<file path="config.mk">
export PLATFORM = sky130hd
export DESIGN_NAME = snitch_acc_offload
export DESIGN_NICKNAME = d
export VERILOG_FILES = /design/src/rtl/snitch_acc_offload.sv
export SDC_FILE = /design/constraint.sdc
export NUM_CORES = 1
export LEC_CHECK = 0
export ABC_CLOCK_PERIOD_IN_PS = 3700
export BUFFER_PORTS_ARGS = -buffer_cell sky130_fd_sc_hd__buf_2
export CAP_MARGIN = 5
export CORE_AREA = 2 2 144 146
export CTS_CLUSTER_DIAMETER = 40
export DETAILED_ROUTE_END_ITERATION = 8
export DIE_AREA = 0 0 146 148
export GPL_ROUTABILITY_DRIVEN = 0
export PLACE_DENSITY = 0.72
export SYNTH_ARGS = -nofsm -noshare
export SYNTH_HDL_FRONTEND = slang
export SYNTH_SLANG_ARGS = --single-unit
</file>
<file path="constraint.sdc">
create_clock -name clk_i -period 3.7 [get_ports clk_i]
set_input_delay 0.74 -clock clk_i [delete_from_list [all_inputs] [get_ports clk_i]]
set_output_delay 0.74 -clock clk_i [all_outputs]
set_load 0.005 [all_outputs]
</file>
<file path="src/rtl/snitch_acc_offload.sv">
// Core-side accelerator offload initiator: one-entry request register toward the
// accelerator, destination-register scoreboard, and a pass-through writeback path.
package snitch_pkg;
   localparam int unsigned FLEN = 32;

   typedef struct packed {
      logic [31:0]     data_op;
      logic [FLEN-1:0] data_arga;
      logic [FLEN-1:0] data_argb;
      logic [FLEN-1:0] data_argc;
   } acc_req_t;

   typedef struct packed {
      logic [4:0]      id;
      logic [FLEN-1:0] data;
      logic            error;
   } acc_resp_t;
endpackage

module snitch_acc_offload #(
   parameter int unsigned MaxOutstanding = 4,
   parameter int unsigned DataWidth      = snitch_pkg::FLEN
) (
   input  logic                  clk_i,
   input  logic                  rst_i,
   input  logic                  issue_valid_i,
   output logic                  issue_ready_o,
   input  logic [31:0]           issue_op_i,
   input  logic [DataWidth-1:0]  issue_arga_i,
   input  logic [DataWidth-1:0]  issue_argb_i,
   input  logic [DataWidth-1:0]  issue_argc_i,
   output snitch_pkg::acc_req_t  acc_req_o,
   output logic                  acc_req_valid_o,
   input  logic                  acc_req_ready_i,
   input  snitch_pkg::acc_resp_t acc_resp_i,
   input  logic                  acc_resp_valid_i,
   output logic                  acc_resp_ready_o,
   output logic                  wb_valid_o,
   input  logic                  wb_ready_i,
   output logic [4:0]            wb_rd_o,
   output logic [DataWidth-1:0]  wb_data_o,
   output logic                  wb_error_o,
   output logic [31:0]           pending_o,
   output logic                  busy_o
);
   localparam int unsigned     CntW   = $clog2(MaxOutstanding + 1);
   localparam logic [CntW-1:0] MaxCnt = CntW'(MaxOutstanding);

   typedef enum logic {Empty, Full} oreg_e;

   oreg_e                state_q, state_d;
   snitch_pkg::acc_req_t req_q, req_d;
   logic [31:0]          sb_q, sb_d;
   logic [CntW-1:0]      cnt_q, cnt_d;
   logic [4:0]           rd, rs1, rs2, rs3;
   logic                 hazard, issue_hs, resp_hs;

   assign rd  = issue_op_i[11:7];
   assign rs1 = issue_op_i[19:15];
   assign rs2 = issue_op_i[24:20];
   assign rs3 = issue_op_i[31:27];

   // Sources are checked on every op regardless of format; bit 0 is never set.
   assign hazard = sb_q[rd] | sb_q[rs1] | sb_q[rs2] | sb_q[rs3];

   assign issue_ready_o = !rst_i && (state_q == Empty || acc_req_ready_i)
                          && (cnt_q < MaxCnt) && !hazard;
   assign issue_hs      = issue_valid_i && issue_ready_o;

   // Only responses that match an outstanding destination touch the bookkeeping.
   assign resp_hs = acc_resp_valid_i && wb_ready_i && sb_q[acc_resp_i.id] && (cnt_q != '0);

   assign wb_valid_o       = acc_resp_valid_i;
   assign wb_rd_o          = acc_resp_i.id;
   assign wb_data_o        = acc_resp_i.data;
   assign wb_error_o       = acc_resp_i.error;
   assign acc_resp_ready_o = wb_ready_i;

   assign acc_req_valid_o = (state_q == Full);
   assign acc_req_o       = req_q;
   assign pending_o       = sb_q;
   assign busy_o          = (cnt_q != '0);

   always_comb begin
      state_d = state_q;
      req_d   = req_q;
      sb_d    = sb_q;
      cnt_d   = cnt_q;

      case (state_q)
         Empty: if (issue_hs) state_d = Full;
         Full:  if (!issue_hs && acc_req_ready_i) state_d = Empty;
         default: state_d = Empty;
      endcase

      if (issue_hs) begin
         req_d.data_op   = issue_op_i;
         req_d.data_arga = issue_arga_i;
         req_d.data_argb = issue_argb_i;
         req_d.data_argc = issue_argc_i;
      end

      if (resp_hs) begin
         sb_d[acc_resp_i.id] = 1'b0;
         cnt_d               = cnt_d - 1'b1;
      end
      if (issue_hs) begin
         if (rd != 5'd0) sb_d[rd] = 1'b1;
         cnt_d = cnt_d + 1'b1;
      end
   end

   always_ff @(posedge clk_i) begin
      if (rst_i) begin
         state_q <= Empty;
         req_q   <= '0;
         sb_q    <= '0;
         cnt_q   <= '0;
      end else begin
         state_q <= state_d;
         req_q   <= req_d;
         sb_q    <= sb_d;
         cnt_q   <= cnt_d;
      end
   end

   spurious_resp: assert property (@(posedge clk_i) disable iff (rst_i)
      (acc_resp_valid_i && wb_ready_i) |-> (sb_q[acc_resp_i.id] && cnt_q != '0))
      else $warning("spurious accelerator response id=%0d", acc_resp_i.id);

endmodule

</file>
# == After elaboration in Yosys (flattened, before gate mapping) ==
# Index checks and enable logic that the tools add are counted.
# op_classes
addsub,2
multipliers,0
div_mod_pow,0
order_cmp,8
eq_ne,0
shift,0
muxes,22
bitwise_logic,7
reduce_logical,16
# ops
operator,count
32-bit two-way mux,3
32-bit bitwise AND,1
32-bit NOT,1
32-bit bitwise OR,1
5-bit by 6-bit less-than comparator with 1-bit output (second input constant),5
1-bit binary-select mux with 5-bit select,5
1-bit demux with 5-bit select,2
5-bit by 1-bit >= comparator with 1-bit output (second input constant),2
1-bit logical AND,10
1-bit two-way mux,9
3-bit two-way mux,2
5-bit nonzero test,1
3-bit by 1-bit adder with 3-bit output (second input constant),1
1-bit zero test,3
3-bit less-than comparator (second input constant),1
1-bit bitwise OR,3
3-bit nonzero test,1
3-bit by 1-bit subtractor with 3-bit output (second input constant),1
1-bit case mux with 2 select lines,1
1-bit logical OR,1
1-bit NOT,1
# word_totals
ff_bits,164
latchBits,0
ram_bits,0
mem_bits_ro,0
inputBits,172
output_inout_bits,203
elab_cells,62
mem_count,0

# == Longest topological paths before layout ==
# Gate-level depths: netlist (run 1).
# logic_depth
word_depth,12
ltp_mapped,13
mapped_depth_nobuf,11

# == Least setup slack after synthesis (run 1) ==
# No wires, ideal clock.
# synth_timing
path_kind,input to output
from,in issue_op_i[28]
to,out issue_ready_o
t_arrival_ps,2785
required_time_ps,2960
setup_slack_ps,175
cell_stages,10
n_path_buf,4
path_cell_list,buf_2 mux4_2 mux2i_1 o22a_1 o311ai_0 or4_1 buf_2 clkinv_2 buf_6 buf_4
# synth_between
elab_chain_len,5
# synth_rtl
element,line,rtl
from (decl),28,"input logic [31:0] issue_op_i,"
1-bit binary-select mux with 5-bit select,64,assign hazard = sb_q[rd] | sb_q[rs1] | sb_q[rs2] | sb_q[rs3];
1-bit two-way mux (implied by the code),64,
1-bit bitwise OR,64,
1-bit zero test,67,&& (cnt_q < MaxCnt) && !hazard;
1-bit logical AND,67,
to (decl),27,"output logic issue_ready_o,"
# Every way passes these cells. The select of a mux whose other input is x is not followed.

# == Final worst setup path (run 1) ==
# layout_timing
from,in issue_op_i[8]
to,out issue_ready_o
# layout_between
elab_chain_len,7
# layout_rtl
element,line
1-bit binary-select mux with 5-bit select,64
1-bit two-way mux (implied by the code),64
1-bit bitwise OR (3 in a row),64
1-bit zero test,67
1-bit logical AND,67
# Every way passes these cells. The select of a mux whose other input is x is not followed.

==> run metrics, run 1 <==
CTS tree=done; Worst setup EP type=primary output; largest family of logic cells by synthesized area=compound AO/OA/AOI/OAI gates; Total Wirelength=28600 um; Final setup violation count=0; Min-Delay Path Class=reg -> reg; hold path depth=1; net count after synthesis=1025; Pleak=5.34 nW; Final Slew Violations=0; area grow syn2layout=24.1%; Syn Inst Count=850; Post-Synthesis Cell Area=8360 um2; initial antenna violation count=2; H-tree depth=4; routed via count=8120; Sink Count=164; Detail Route Antenna Nets=0; vias in the first global route=7733; Net Sw Frac=29.2%; first-pass GRT wire length=43600 um; Synth top area share=39.3%; via/cell ratio=5.95; Achievable Freq=283 MHz; Post-Synth Adder-Cell Area=0.449%; Max VDD drop=0.000285 V; setup TNS=0 ps; Unique masters post-synth=62; Critical path origin=issue_op_i[8]; Max Clock Skew=12.7 ps; Clk Tree Root Cell=clkbuf_16; WL per Instance=21.0 um; die area=21600 um2; compound-cell area share of the yosys netlist=22.9%; Post-synth top cells=dfxtp_1 (164), a31o_2 (136), and3_1 (122); CTS Buf Count=17; predominant post-synthesis flop cell=dfxtp_1; r2r endpoint=pending_o[7]$_SDFF_PP0_; critical path start-end classification=in -> out; r2r setup slk=710 ps; DP Cell Count=1330; Fin. Hold Viols=0; post-synthesis simple-gate area fraction=17.1%; most common cell in the synthesized netlist=dfxtp_1; Pre-antenna DRT Iters=5; Die W=146 um; worst hold endpoint=acc_req_o[118]$_SDFFE_PP0P_; register area=3280 um2; CTS Buffer Depth=2; Hold Startpoint=acc_req_o[118]$_SDFFE_PP0P_; RR Startpoint=pending_o[30]$_SDFF_PP0_; Die Span Y=148 um; Total GRT Usage=25.5%; Psw=0.00130 W; fin nets=1254; Worst Path Max Fanout=9; multi-input logic area=4290 um2; Cell Int Power=0.00315 W; clock-pin slew on the worst setup and hold paths=70 ps; Slew HR=35.4%; P per Cell Area=429 nW/um2; mux cell area share after synthesis=10.7%; # fillers=1923; sequential fraction of the synthesis area=39.3%; xor/xnor share of the synthesized area=0%; Ports=375; Post-Synthesis Mean Instance Area=9.83 um2; PortBufs=308; CP startpoint kind=input pin; Clk Latency, worst-skew pair=430 ps; R2R cell count=9; largest net degree at the start of global routing=90; Post-synth EDFFs=0; max-cap violations=0; Logic pwr share=16.6%; Tmin final=3530 ps; fin crit share=95.4%; status=completed; ys async rst share=0%; Yosys warnings=0; Clock power frac=39.4%; Synth area leaders=dfxtp_1 (39%), a31o_2 (14%), and3_1 (9.1%); worst path required time=2960 ps; GRT overflow=0; share of cells above drive strength 1=49.6%; final cell count without fillers=1364; hpwl dp=19700 um; initial core utilization=41.7%; core area=20000 um2; drt drc=0; DR iter-0 viols=735; area leader, netlist=dfxtp_1; num rows=52; Reg power frac=44.0%; Yosys reg bits=164; post-CTS setup buffers=0; measured slew at the worst slew-check pin=962 ps; unrepaired setup endpoints after global routing=false; crit path DAT=2790 ps
-- critical path, cell delays in order --
cell and delay [ps]:
buf_2 170, buf_4 210, mux2i_1 210, o22ai_1 80, o21ai_0 230, o311ai_0 240, or4_4 620, clkinv_2 120
buf_2 160
-- power by group through the flow --
stage	clock network (W)	registers (W)	logic, W
after global routing	0.00187	0.00197	0.000803
final	0.00175	0.00196	0.000739
after floorplan	0	0.00201	0.000443
after CTS	0.00179	0.00196	0.000741
after global placement	0	0.00199	0.000732
after detailed placement	0	0.00200	0.000739
-- flip-flops by register name, summed over array words and instances, names as in the netlist --
| signal | flops |
|---|---|
| acc_req_o | 128 |
| acc_req_valid_o | 1 |
| cnt_q | 3 |
| pending_o | 32 |
-- cell type report --
type	count	area share [%]
antenna	2	0.0483
clock buffer	17	4.10
clock inverter	15	1.53
inverter	11	0.435
multi-input combinational	547	41.4
sequential	164	31.7
tap	270	3.26
timing repair buffer	338	17.5
-- worst max path at each step --
stage / to
after detailed placement: issue_ready_o
after global routing: issue_ready_o
after global placement: issue_ready_o
after floorplan: issue_ready_o
final: issue_ready_o
after CTS: issue_ready_o
-- layout by cell type, fill, tap and decap left out, types with 4 or more instances in the layout --
master,Yosys,final
nor4_1,4,4
a21oi_1,26,26
buf_2,19,307
clkbuf_16,0,17
o211a_1,9,9
nor3_1,6,6
nand2b_1,5,5
or3b_2,5,5
and3_1,122,122
a31o_2,136,136
o211ai_1,11,11
buf_12,0,4
inv_1,9,9
dfxtp_1,164,164
o31ai_1,5,5
inv_8,0,7
nand3b_1,7,7
a31o_1,4,4
o21bai_1,4,4
nand4_1,5,5
or3_1,4,4
buf_4,43,27
nand2_1,39,39
mux4_2,21,21
nor3b_1,5,5
nand3_1,11,11
a41o_1,5,5
a22oi_1,4,4
nor2_1,10,10
nor2b_1,6,6
o21ai_0,9,9
mux2i_1,39,39
o22ai_1,7,7
-- metal layers --
metal	up-vias	part of all wire, %	GRT usage, %
met4	2	4.0	11.0
met5	-	0.045	0
met2	484	47	42.1
met1	3870	39	31.2
met3	95	9.7	7.28
li1	3669	-	-
-- cells by family after synthesis --
kind of cell    Yosys count
flops                   164
fa+ha+maj                 3
mux                      63
simple gates            243
buf+inv                 139
compound gates          238
-- timing repair --
action	CTS	global route
hold buffers	0	0
setup endpoints to repair	0	1
hold endpoints to repair	0	0
gates resized for setup	0	2
-- stage by stage --
step                      utilization [%]  instance area (um2)  hold WS [ps]  power, W  worst slack, ps
after detailed placement             48.8                 9770           458   0.00274              123
final                                51.7                10400           470   0.00445              171
after global routing                 51.7                10400           493   0.00465             66.0
after CTS                            51.7                10400           474   0.00449              124
after floorplan                         -                 8360           455   0.00245              175
after global placement               48.8                 9770           450   0.00272              160
Power figures use the tool's default switching activity.
==> run 2: changes to the inputs <==
--- a/config.mk
+++ b/config.mk
@@ -13,6 +13,7 @@
 export DETAILED_ROUTE_END_ITERATION = 8
 export DIE_AREA = 0 0 146 148
 export GPL_ROUTABILITY_DRIVEN = 0
+export MAX_ROUTING_LAYER = met4
 export PLACE_DENSITY = 0.72
 export SYNTH_ARGS = -nofsm -noshare
 export SYNTH_HDL_FRONTEND = slang
==> run metrics, run 2 (synthesis results as in run 1) <==
CP startpoint kind=input pin; final cell count without fillers=1364; PnR worst setup slack=162 ps; Worst setup EP type=primary output; fin nets=1254; P per Cell Area=429 nW/um2; max-cap violations=0; PortBufs=308; num rows=52; drt drc=0; clock-pin slew on the worst setup and hold paths=70 ps; dpl ws=123 ps; Worst path max stage delay=630 ps; first-pass GRT wire length=43600 um; routed via count=8137; Total Wirelength=28600 um; CTS Buf Count=17; hpwl dp=19700 um; Clk Latency, worst-skew pair=430 ps; most frequent cells in the layout=buf_2 (307), dfxtp_1 (164), a31o_2 (136); Max VDD drop=0.000285 V; Ports=375; Detail Route Antenna Nets=0; initial core utilization=41.7%; vias in the first global route=7773; unrepaired setup endpoints after global routing=false; via/cell ratio=5.97; measured slew at the worst slew-check pin=956 ps; share of cells above drive strength 1=49.6%; Max Clock Skew=15.0 ps; critical path start-end classification=in -> out; Worst Path Max Fanout=9; initial antenna violation count=1; DR iter-0 viols=640; crit path DAT=2800 ps; # fillers=1923; Fin. Hold Viols=0; largest net degree at the start of global routing=90; Tmin final=3540 ps; R2R cell count=9; Placed Area=9770 um2; hold path depth=1; Pleak=5.34 nW; DP Cell Count=1330; Clk Tree Root Cell=clkbuf_16; Sink Count=164; Die W=146 um; Die Span Y=148 um; register area=3280 um2; commonest non-fill, non-tap cell in the layout=buf_2; Min-Delay Path Class=reg -> reg; area grow syn2layout=24.1%; fin crit share=95.6%; Hold-fix buffers, CTS=0; multi-input logic area=4290 um2; Pwr Total=0.00445 W; Achievable Freq=283 MHz; Design Area, Final=10400 um2; Final setup violation count=0; WL per Instance=21.0 um; Final Slew Violations=0; post-CTS setup buffers=0; slowest CP cell=or4_4; GRT overflow=0; status=completed; worst path required time=2960 ps; CTS tree=done; setup TNS=0 ps; core area=20000 um2; Pre-antenna DRT Iters=5; die area=21600 um2; Slew HR=35.8%; H-tree depth=4; Total GRT Usage=26.3%; CP most frequent cell=buf_2; max reg flops=128; crit path cell chain=buf_2, buf_4, mux2i_1, o22ai_1, o21ai_0, o311ai_0, or4_4, clkinv_2, buf_2; CTS Buffer Depth=2
-- run 2: layout make-up --
cell class / instances / share of cell area (%)
clock inverters: 15 / 1.53
well taps: 270 / 3.26
repair buffers: 338 / 17.5
clock buffers: 17 / 4.10
inverters: 11 / 0.435
flip-flops and latches: 164 / 31.7
diodes: 2 / 0.0483
multi-input cells: 547 / 41.4
-- run 2: layer usage --
metal	share of wire (%)	global-route usage, %	up-vias
met3	9.0	6.14	96
met1	39	31.9	3892
met4	4.1	11.7	0
met2	48	41.9	480
li1	-	-	3669
met5	0	-	-
-- run 2: what timing repair did --
action,in CTS,in global routing
resized for setup,0,2
hold endpoints to repair,0,0
endpoints found under the setup margin,0,1
-- run 2: critical path, delay by kind of cell --
| kind | cells | cell delay [ps] |
|---|---|---|
| buffers and inverters | 4 | 670 |
| AOI/OAI and AO/OA | 3 | 550 |
| muxes | 1 | 210 |
| and+or+nand+nor | 1 | 630 |
-- run 2: where the power goes --
part           switching (W)  total [W]  internal [W]
clock               0.000844    0.00175      0.000909
combinational       0.000388   0.000738      0.000350
sequential         0.0000658    0.00196       0.00189
-- run 2: worst paths after layout --
check | startpoint | endpoint | slack [ps]
min | acc_req_o[118]$_SDFFE_PP0P_ | acc_req_o[118]$_SDFFE_PP0P_ | 470
max reg2reg | pending_o[31]$_SDFF_PP0_ | pending_o[7]$_SDFF_PP0_ | 720
max | issue_op_i[8] | issue_ready_o | 160
min reg2reg | acc_req_o[118]$_SDFFE_PP0P_ | acc_req_o[118]$_SDFFE_PP0P_ | 470
-- run 2: metrics by stage --
stage	util [%]	hold slack (ps)
6_report	51.7	470
5_1_grt	51.7	493
4_1_cts	51.7	474
3_5_place_dp	48.8	458
3_3_place_gp	48.8	450
2_1_floorplan	-	455
